File: config.mk
export PLATFORM = sky130hd
export DESIGN_NAME = store_translate_stage
export DESIGN_NICKNAME = d
export VERILOG_FILES = /design/src/rtl/store_translate_stage_pkg.sv /design/src/rtl/store_translate_stage.sv
export SDC_FILE = /design/constraint.sdc
export NUM_CORES = 1
export LEC_CHECK = 0
export ABC_AREA = 1
export BUFFER_PORTS_ARGS = -buffer_cell sky130_fd_sc_hd__buf_2
export CAP_MARGIN = 20
export CORE_AREA = 3 3 247 249
export CTS_CLUSTER_SIZE = 40
export DETAILED_ROUTE_END_ITERATION = 6
export DIE_AREA = 0 0 250 252
export HOLD_SLACK_MARGIN = 0.03
export PLACE_DENSITY_LB_ADDON = 0.12
export SYNTH_ARGS = -nofsm -noshare
export SYNTH_HDL_FRONTEND = slang
export SYNTH_SLANG_ARGS = --single-unit
File: constraint.sdc
create_clock -name clk_i -period 2.67 [get_ports clk_i]
set_input_delay 0.267 -clock clk_i [delete_from_list [all_inputs] [get_ports clk_i]]
set_output_delay 0.267 -clock clk_i [all_outputs]
set_load 0.03 [all_outputs]
File: src/rtl/store_translate_stage_pkg.sv
// Shared types and helpers for the store translation stage: store sizes,
// exception cause codes, byte-enable generation and lane alignment.
package store_translate_stage_pkg;

    typedef enum logic [1:0] {
        SIZE_BYTE  = 2'd0,
        SIZE_HALF  = 2'd1,
        SIZE_WORD  = 2'd2,
        SIZE_DWORD = 2'd3
    } st_size_e;

    localparam logic [63:0] STORE_ADDR_MISALIGNED = 64'd6;

    function automatic logic [7:0] be_gen(input st_size_e size, input logic [2:0] off);
        logic [7:0] base;
        case (size)
            SIZE_BYTE: base = 8'h01;
            SIZE_HALF: base = 8'h03;
            SIZE_WORD: base = 8'h0F;
            default:   base = 8'hFF;
        endcase
        return base << off;
    endfunction

    function automatic logic [63:0] data_align(input logic [63:0] data, input logic [2:0] off);
        return data << {off, 3'b000};
    endfunction

    function automatic logic is_misaligned(input st_size_e size, input logic [2:0] off);
        case (size)
            SIZE_HALF: return off[0] != 1'b0;
            SIZE_WORD: return off[1:0] != 2'b00;
            SIZE_DWORD: return off != 3'b000;
            default:   return 1'b0;
        endcase
    endfunction

endpackage

File: src/rtl/store_translate_stage.sv
// Store path front end: accepts one store, checks alignment, translates via the
// DTLB, pushes into the store buffer and reports completion on writeback.
module store_translate_stage
    import store_translate_stage_pkg::*;
#(
    parameter int unsigned TRANS_ID_BITS = 3
) (
    input  logic                     clk_i,
    input  logic                     rst_ni,
    input  logic                     flush_i,
    input  logic                     valid_i,
    output logic                     ready_o,
    input  logic [63:0]              vaddr_i,
    input  logic [63:0]              data_i,
    input  logic [1:0]               size_i,
    input  logic [TRANS_ID_BITS-1:0] trans_id_i,
    input  logic [13:0]              signature_i,
    output logic                     translation_req_o,
    output logic [63:0]              vaddr_o,
    input  logic                     dtlb_hit_i,
    input  logic [63:0]              paddr_i,
    input  logic                     dtlb_ex_valid_i,
    input  logic [63:0]              dtlb_ex_cause_i,
    output logic                     sb_valid_o,
    output logic                     sb_valid_without_flush_o,
    input  logic                     sb_ready_i,
    output logic [63:0]              sb_paddr_o,
    output logic [63:0]              sb_data_o,
    output logic [7:0]               sb_be_o,
    output logic [1:0]               sb_size_o,
    output logic [13:0]              sb_signature_o,
    output logic                     wb_valid_o,
    output logic [TRANS_ID_BITS-1:0] wb_trans_id_o,
    output logic                     wb_ex_valid_o,
    output logic [63:0]              wb_ex_cause_o,
    output logic [63:0]              wb_ex_tval_o
);

    typedef enum logic [1:0] {IDLE, XLATE, WAIT_SB, EXC} state_e;

    state_e                   state_q;
    logic [63:0]              vaddr_q;
    logic [63:0]              data_q;
    logic [7:0]               be_q;
    st_size_e                 size_q;
    logic [13:0]              sig_q;
    logic [TRANS_ID_BITS-1:0] trans_id_q;
    logic [63:0]              paddr_q;
    logic [63:0]              cause_q;
    logic                     wb_valid_q;
    logic                     wb_ex_valid_q;
    logic [TRANS_ID_BITS-1:0] wb_trans_id_q;
    logic [63:0]              wb_cause_q;
    logic [63:0]              wb_tval_q;

    logic     hit_ok;
    logic     push;
    st_size_e size_in;

    assign size_in = st_size_e'(size_i);
    assign hit_ok  = (state_q == XLATE) && dtlb_hit_i && !dtlb_ex_valid_i;
    // The store buffer never sees a push in a flush cycle.
    assign push    = (hit_ok || (state_q == WAIT_SB)) && sb_ready_i && !flush_i;

    assign ready_o                  = (state_q == IDLE);
    assign translation_req_o        = (state_q == XLATE);
    assign vaddr_o                  = vaddr_q;
    assign sb_valid_o               = push;
    assign sb_valid_without_flush_o = hit_ok || (state_q == WAIT_SB);
    assign sb_paddr_o               = (state_q == XLATE) ? paddr_i : paddr_q;
    assign sb_data_o                = data_q;
    assign sb_be_o                  = be_q;
    assign sb_size_o                = size_q;
    assign sb_signature_o           = sig_q;
    assign wb_valid_o               = wb_valid_q;
    assign wb_trans_id_o            = wb_trans_id_q;
    assign wb_ex_valid_o            = wb_ex_valid_q;
    assign wb_ex_cause_o            = wb_cause_q;
    assign wb_ex_tval_o             = wb_tval_q;

    always_ff @(posedge clk_i or negedge rst_ni) begin
        if (!rst_ni) begin
            state_q       <= IDLE;
            vaddr_q       <= '0;
            data_q        <= '0;
            be_q          <= '0;
            size_q        <= SIZE_BYTE;
            sig_q         <= '0;
            trans_id_q    <= '0;
            paddr_q       <= '0;
            cause_q       <= '0;
            wb_valid_q    <= 1'b0;
            wb_ex_valid_q <= 1'b0;
            wb_trans_id_q <= '0;
            wb_cause_q    <= '0;
            wb_tval_q     <= '0;
        end else begin
            wb_valid_q    <= 1'b0;
            wb_ex_valid_q <= 1'b0;
            if (flush_i) begin
                state_q <= IDLE;
            end else begin
                case (state_q)
                    IDLE: begin
                        if (valid_i) begin
                            vaddr_q    <= vaddr_i;
                            data_q     <= data_align(data_i, vaddr_i[2:0]);
                            be_q       <= be_gen(size_in, vaddr_i[2:0]);
                            size_q     <= size_in;
                            sig_q      <= signature_i;
                            trans_id_q <= trans_id_i;
                            if (is_misaligned(size_in, vaddr_i[2:0])) begin
                                cause_q <= STORE_ADDR_MISALIGNED;
                                state_q <= EXC;
                            end else begin
                                state_q <= XLATE;
                            end
                        end
                    end
                    XLATE: begin
                        if (dtlb_hit_i) begin
                            if (dtlb_ex_valid_i) begin
                                cause_q <= dtlb_ex_cause_i;
                                state_q <= EXC;
                            end else begin
                                paddr_q <= paddr_i;
                                state_q <= push ? IDLE : WAIT_SB;
                            end
                        end
                    end
                    WAIT_SB: begin
                        if (push) state_q <= IDLE;
                    end
                    EXC: begin
                        wb_ex_valid_q <= 1'b1;
                        wb_cause_q    <= cause_q;
                        wb_tval_q     <= vaddr_q;
                        wb_valid_q    <= 1'b1;
                        wb_trans_id_q <= trans_id_q;
                        state_q       <= IDLE;
                    end
                    default: state_q <= IDLE;
                endcase
                if (push) begin
                    wb_valid_q    <= 1'b1;
                    wb_trans_id_q <= trans_id_q;
                    wb_cause_q    <= '0;
                    wb_tval_q     <= '0;
                end
            end
        end
    end

endmodule
==> key figures <==
Setup path
  – Critical Path AT: 2.26 ns
  – Startpoint kind of the worst setup timing path: register
  – Biggest fanout along the worst timing path: 74
  – Crit Path Category: register to primary output
  – Type of destination of the critical path: primary output
  – Worst Path Required: 2.40 ns

Detailed routing
  – Iteration-0 DRC count of the detailed router: 1337
  – Wire length per cell after detailed routing: approximately 18 um
  – Number of optimization iterations in the first detailed-route pass: 6
  – Post-route DRC: 0
  – Detail Route Antenna Nets: 0
  – Total length of routed wires: between 70 and 80 mm
  – Per-cell via count in the routed design: 4.67
  – Vias after detailed routing: 17889

Synth
  – Flip-flop and latch count after synthesis: 418
  – Syn_area_per_cell: 8.29 sq um
  – Count of warnings emitted by yosys: 0
  – Unique masters post-synth: 30
  – Post-synthesis net count: roughly 2500
  – Part of the Yosys area used for sequential elements: 0.569
  – Post-synthesis cell area: 18400 sq um
  – Number of cells produced by synthesis: about 2200

Power
  – Net Sw Frac: 0.466
  – Combinational Power Share: 0.451
  – Clock network fraction of total power: 0.209
  – Internal power: 17.2 mW
  – Power spent charging and discharging nets: between 10 and 15 mW
  – Share of power burned in registers: 0.340
  – Cell Pwr Density: 1230 nW/um^2
  – Maximum vdd ir drop: 0.821 mV
  – Leak Pwr: 14.6 nW

Timing
  – Unrepaired setup endpoints after global routing: false
  – Max_slew headroom: 0.465
  – Transition time at the pin with the least slew margin: ~0.8 ns
  – Final slew viol count: 0
  – Hold violation count in the final report: 0
  – Post-route clock period utilization: 0.947
  – Minimum clock period after layout: 2.53 ns
  – Post-route setup slack: ~0.14 ns
  – Final setup violation count: 0
  – Final Skew: 0.0252 ns
  – Max frequency: 396 MHz
  – Final hold slack: between 0.06 and 0.07 ns

Finish
  – Most common library cell in the layout ignoring fill and taps: nand2_1
  – Share of layout cells above drive strength 1: 0.258
  – Final Non-Filler Cells: 3830
  – Layout fillers: 5922
  – Post-Route Utilization: 0.444
  – Most frequent cells in the layout: 934 x nand2_1, 633 x buf_2, 417 x dfrtp_1
  – Syn-to-layout area delta: 42.1%
  – Layout Nets: 3301

Outcome
  – Result of the run: finished clean

Placed design
  – Final HPWL DP: 49.9 mm
  – Total placed cells including tap cells: 3520
  – Placer's final routability congestion estimate: around 0.9
  – Input/output buffers: 634
  – Post-placement worst setup slack: 0.420 ns

Clock tree
  – Clock slew at reported path FFs: 0.06 ns
  – CTS buffer count: 51
  – Number of levels in the clock H-tree: 2
  – Clock network latency to the later pin of the worst-skew pair: 0.59 ns
  – Buffers from clock root to sink, at most: 3
  – Number of clock sinks: ~420
  – Clock tree from TritonCTS: done
  – Setup fix buffers added after clock tree synthesis: 0
  – Clk Tree Root Cell: clkbuf_16

Floorplan
  – Die boundary width: between 200 and 300 um
  – Initial core utilization: 0.312
  – Die footprint: 63000 sq um
  – Top-level I/O count: 635
  – Std-Cell Core Area: around 59000 sq um
  – Height of the chip: 252 um
  – Site row count: 89

Global route
  – Number of antenna violations at the first check in global routing: 4
  – GRT Util Overall: 0.217
  – Maximum number of pins on one net before global-route repair: 148
  – First-pass GRT wire length: approximately 110 mm
  – Residual overflow from global routing: 0
  – Vias in the first global route: 18085

Hold path
  – Class of the tightest hold or removal check: primary input to register

Flow run
  – Reported max-cap violation count: 0
## routing by layer
metal / track usage / routed length, um / vias up
li1: - / - / 8677
met1: 0.282 / 30200 / 8490
met2: 0.367 / 34300 / 605
met3: 0.0455 / 4420 / 115
met4: 0.0643 / 1880 / 2
met5: 0 / 17 / -
## Yosys cell counts
| master | number | share of area |
|---|---|---|
| buf_4 | 13 | 0.0053 |
| buf_2 | 71 | 0.019 |
| buf_1 | 8 | 0.0016 |
| a22oi_1 | 8 | 0.0033 |
| nor3_1 | 1 | 0.00027 |
| nand3_1 | 253 | 0.069 |
| or2_1 | 2 | 0.00068 |
| a22o_1 | 10 | 0.0048 |
| nor2_4 | 6 | 0.0037 |
| buf_6 | 16 | 0.0098 |
| nor2_1 | 22 | 0.0045 |
| a31oi_1 | 3 | 0.0010 |
| o21ai_1 | 5 | 0.0014 |
| nor3_2 | 1 | 0.00054 |
| dfrtp_1 | 418 | 0.57 |
| and2_1 | 2 | 0.00068 |
| nand4_1 | 3 | 0.0010 |
| inv_2 | 7 | 0.0014 |
| inv_1 | 120 | 0.024 |
| a21oi_1 | 7 | 0.0019 |
| and2_0 | 2 | 0.00068 |
| o21ai_0 | 224 | 0.061 |
| o211ai_1 | 25 | 0.010 |
| nand2_4 | 2 | 0.0012 |
| nand2_1 | 935 | 0.19 |
| or2_2 | 7 | 0.0024 |
| nor2_2 | 2 | 0.00068 |
| clkbuf_1 | 42 | 0.0086 |
| nand3_2 | 1 | 0.00054 |
| nand2_2 | 3 | 0.0010 |
## power groups by stage
stage	Sequential [mW]	Clock, mW	Combinational, mW
after floorplan	14.3	0	5.75
after global placement	11.0	0	14.2
after detailed placement	11.0	0	14.3
after CTS	10.9	6.91	14.6
after global routing	11.2	7.17	15.6
final	10.9	6.71	14.5
## layout make-up
cell class	count	area, sq um	share of cell area
Clock buffer	73	1460	0.0558
Antenna cell	2	5.00	0.000191
Clock inverter	16	159	0.00608
Timing Repair Buffer	897	5920	0.226
Multi-Input combinational cell	1524	6680	0.256
Inverter	127	487	0.0186
Tap cell	773	967	0.0370
Sequential cell	418	10500	0.400
## worst max-delay path, stage by stage, from the launching register on
cell	delay [ns]
dfrtp_2	0.44
inv_2	0.08
nor2_4	0.14
clkinv_4	0.22
buf_12	0.27
o21ai_0	0.23
buf_2	0.24
## cells by family (layout without fill, tap and decap cells)
| kind of cell | count (synthesis) | count (layout) | share of synthesized area |
|---|---|---|---|
| AOI/OAI and AO/OA | 282 | 282 | 0.0834 |
| buffers and inverters | 277 | 1113 | 0.0705 |
| DFF | 418 | 418 | 0.569 |
| other | 0 | 2 | 0 |
| and+or+nand+nor | 1242 | 1242 | 0.277 |
## registers in the layout, indices dropped and copies added (netlist names)
signal          flops
sb_be_o             8
wb_valid_o          1
paddr_q            64
wb_trans_id_o       3
wb_ex_tval_o       64
sb_signature_o     14
wb_ex_valid_o       1
vaddr_o            64
cause_q            64
sb_size_o           2
wb_ex_cause_o      64
trans_id_q          3
sb_data_o          64
state_q             2
## metrics by stage
step,power [mW],instance area [sq um],TNS (ns)
after CTS,32.5,26100,-0.0157
after detailed placement,25.3,22300,0
after global placement,25.2,22300,0
after floorplan,20.1,18400,0
final,32.1,26100,0
after global routing,34.0,26100,0
## path summary, 6_finish.rpt
| kind | startpoint | to | slack (ns) | depth (start not counted) |
|---|---|---|---|---|
| setup / recovery | state_q[0] | sb_paddr_o[41] | 0.14 | 6 |
| hold / removal | data_i[43] | sb_data_o[51] | 0.07 | 5 |
| setup reg to reg | state_q[1] | sb_data_o[39] | 0.71 | 7 |
| hold reg to reg | cause_q[14] | cause_q[14] | 0.47 | 2 |
| max in group asynchronous | rst_ni | wb_ex_cause_o[37] | 1.47 | 3 |
| min in group asynchronous | rst_ni | wb_ex_cause_o[20] | 0.27 | 2 |
## what timing repair did
action,4_1_cts,5_1_grt
endpoints found under the setup margin,63,20
hold buffers,219,0
hold endpoints to repair,288,0
resized for setup,1,1
Note: power is estimated with default switching activity, not from simulation.
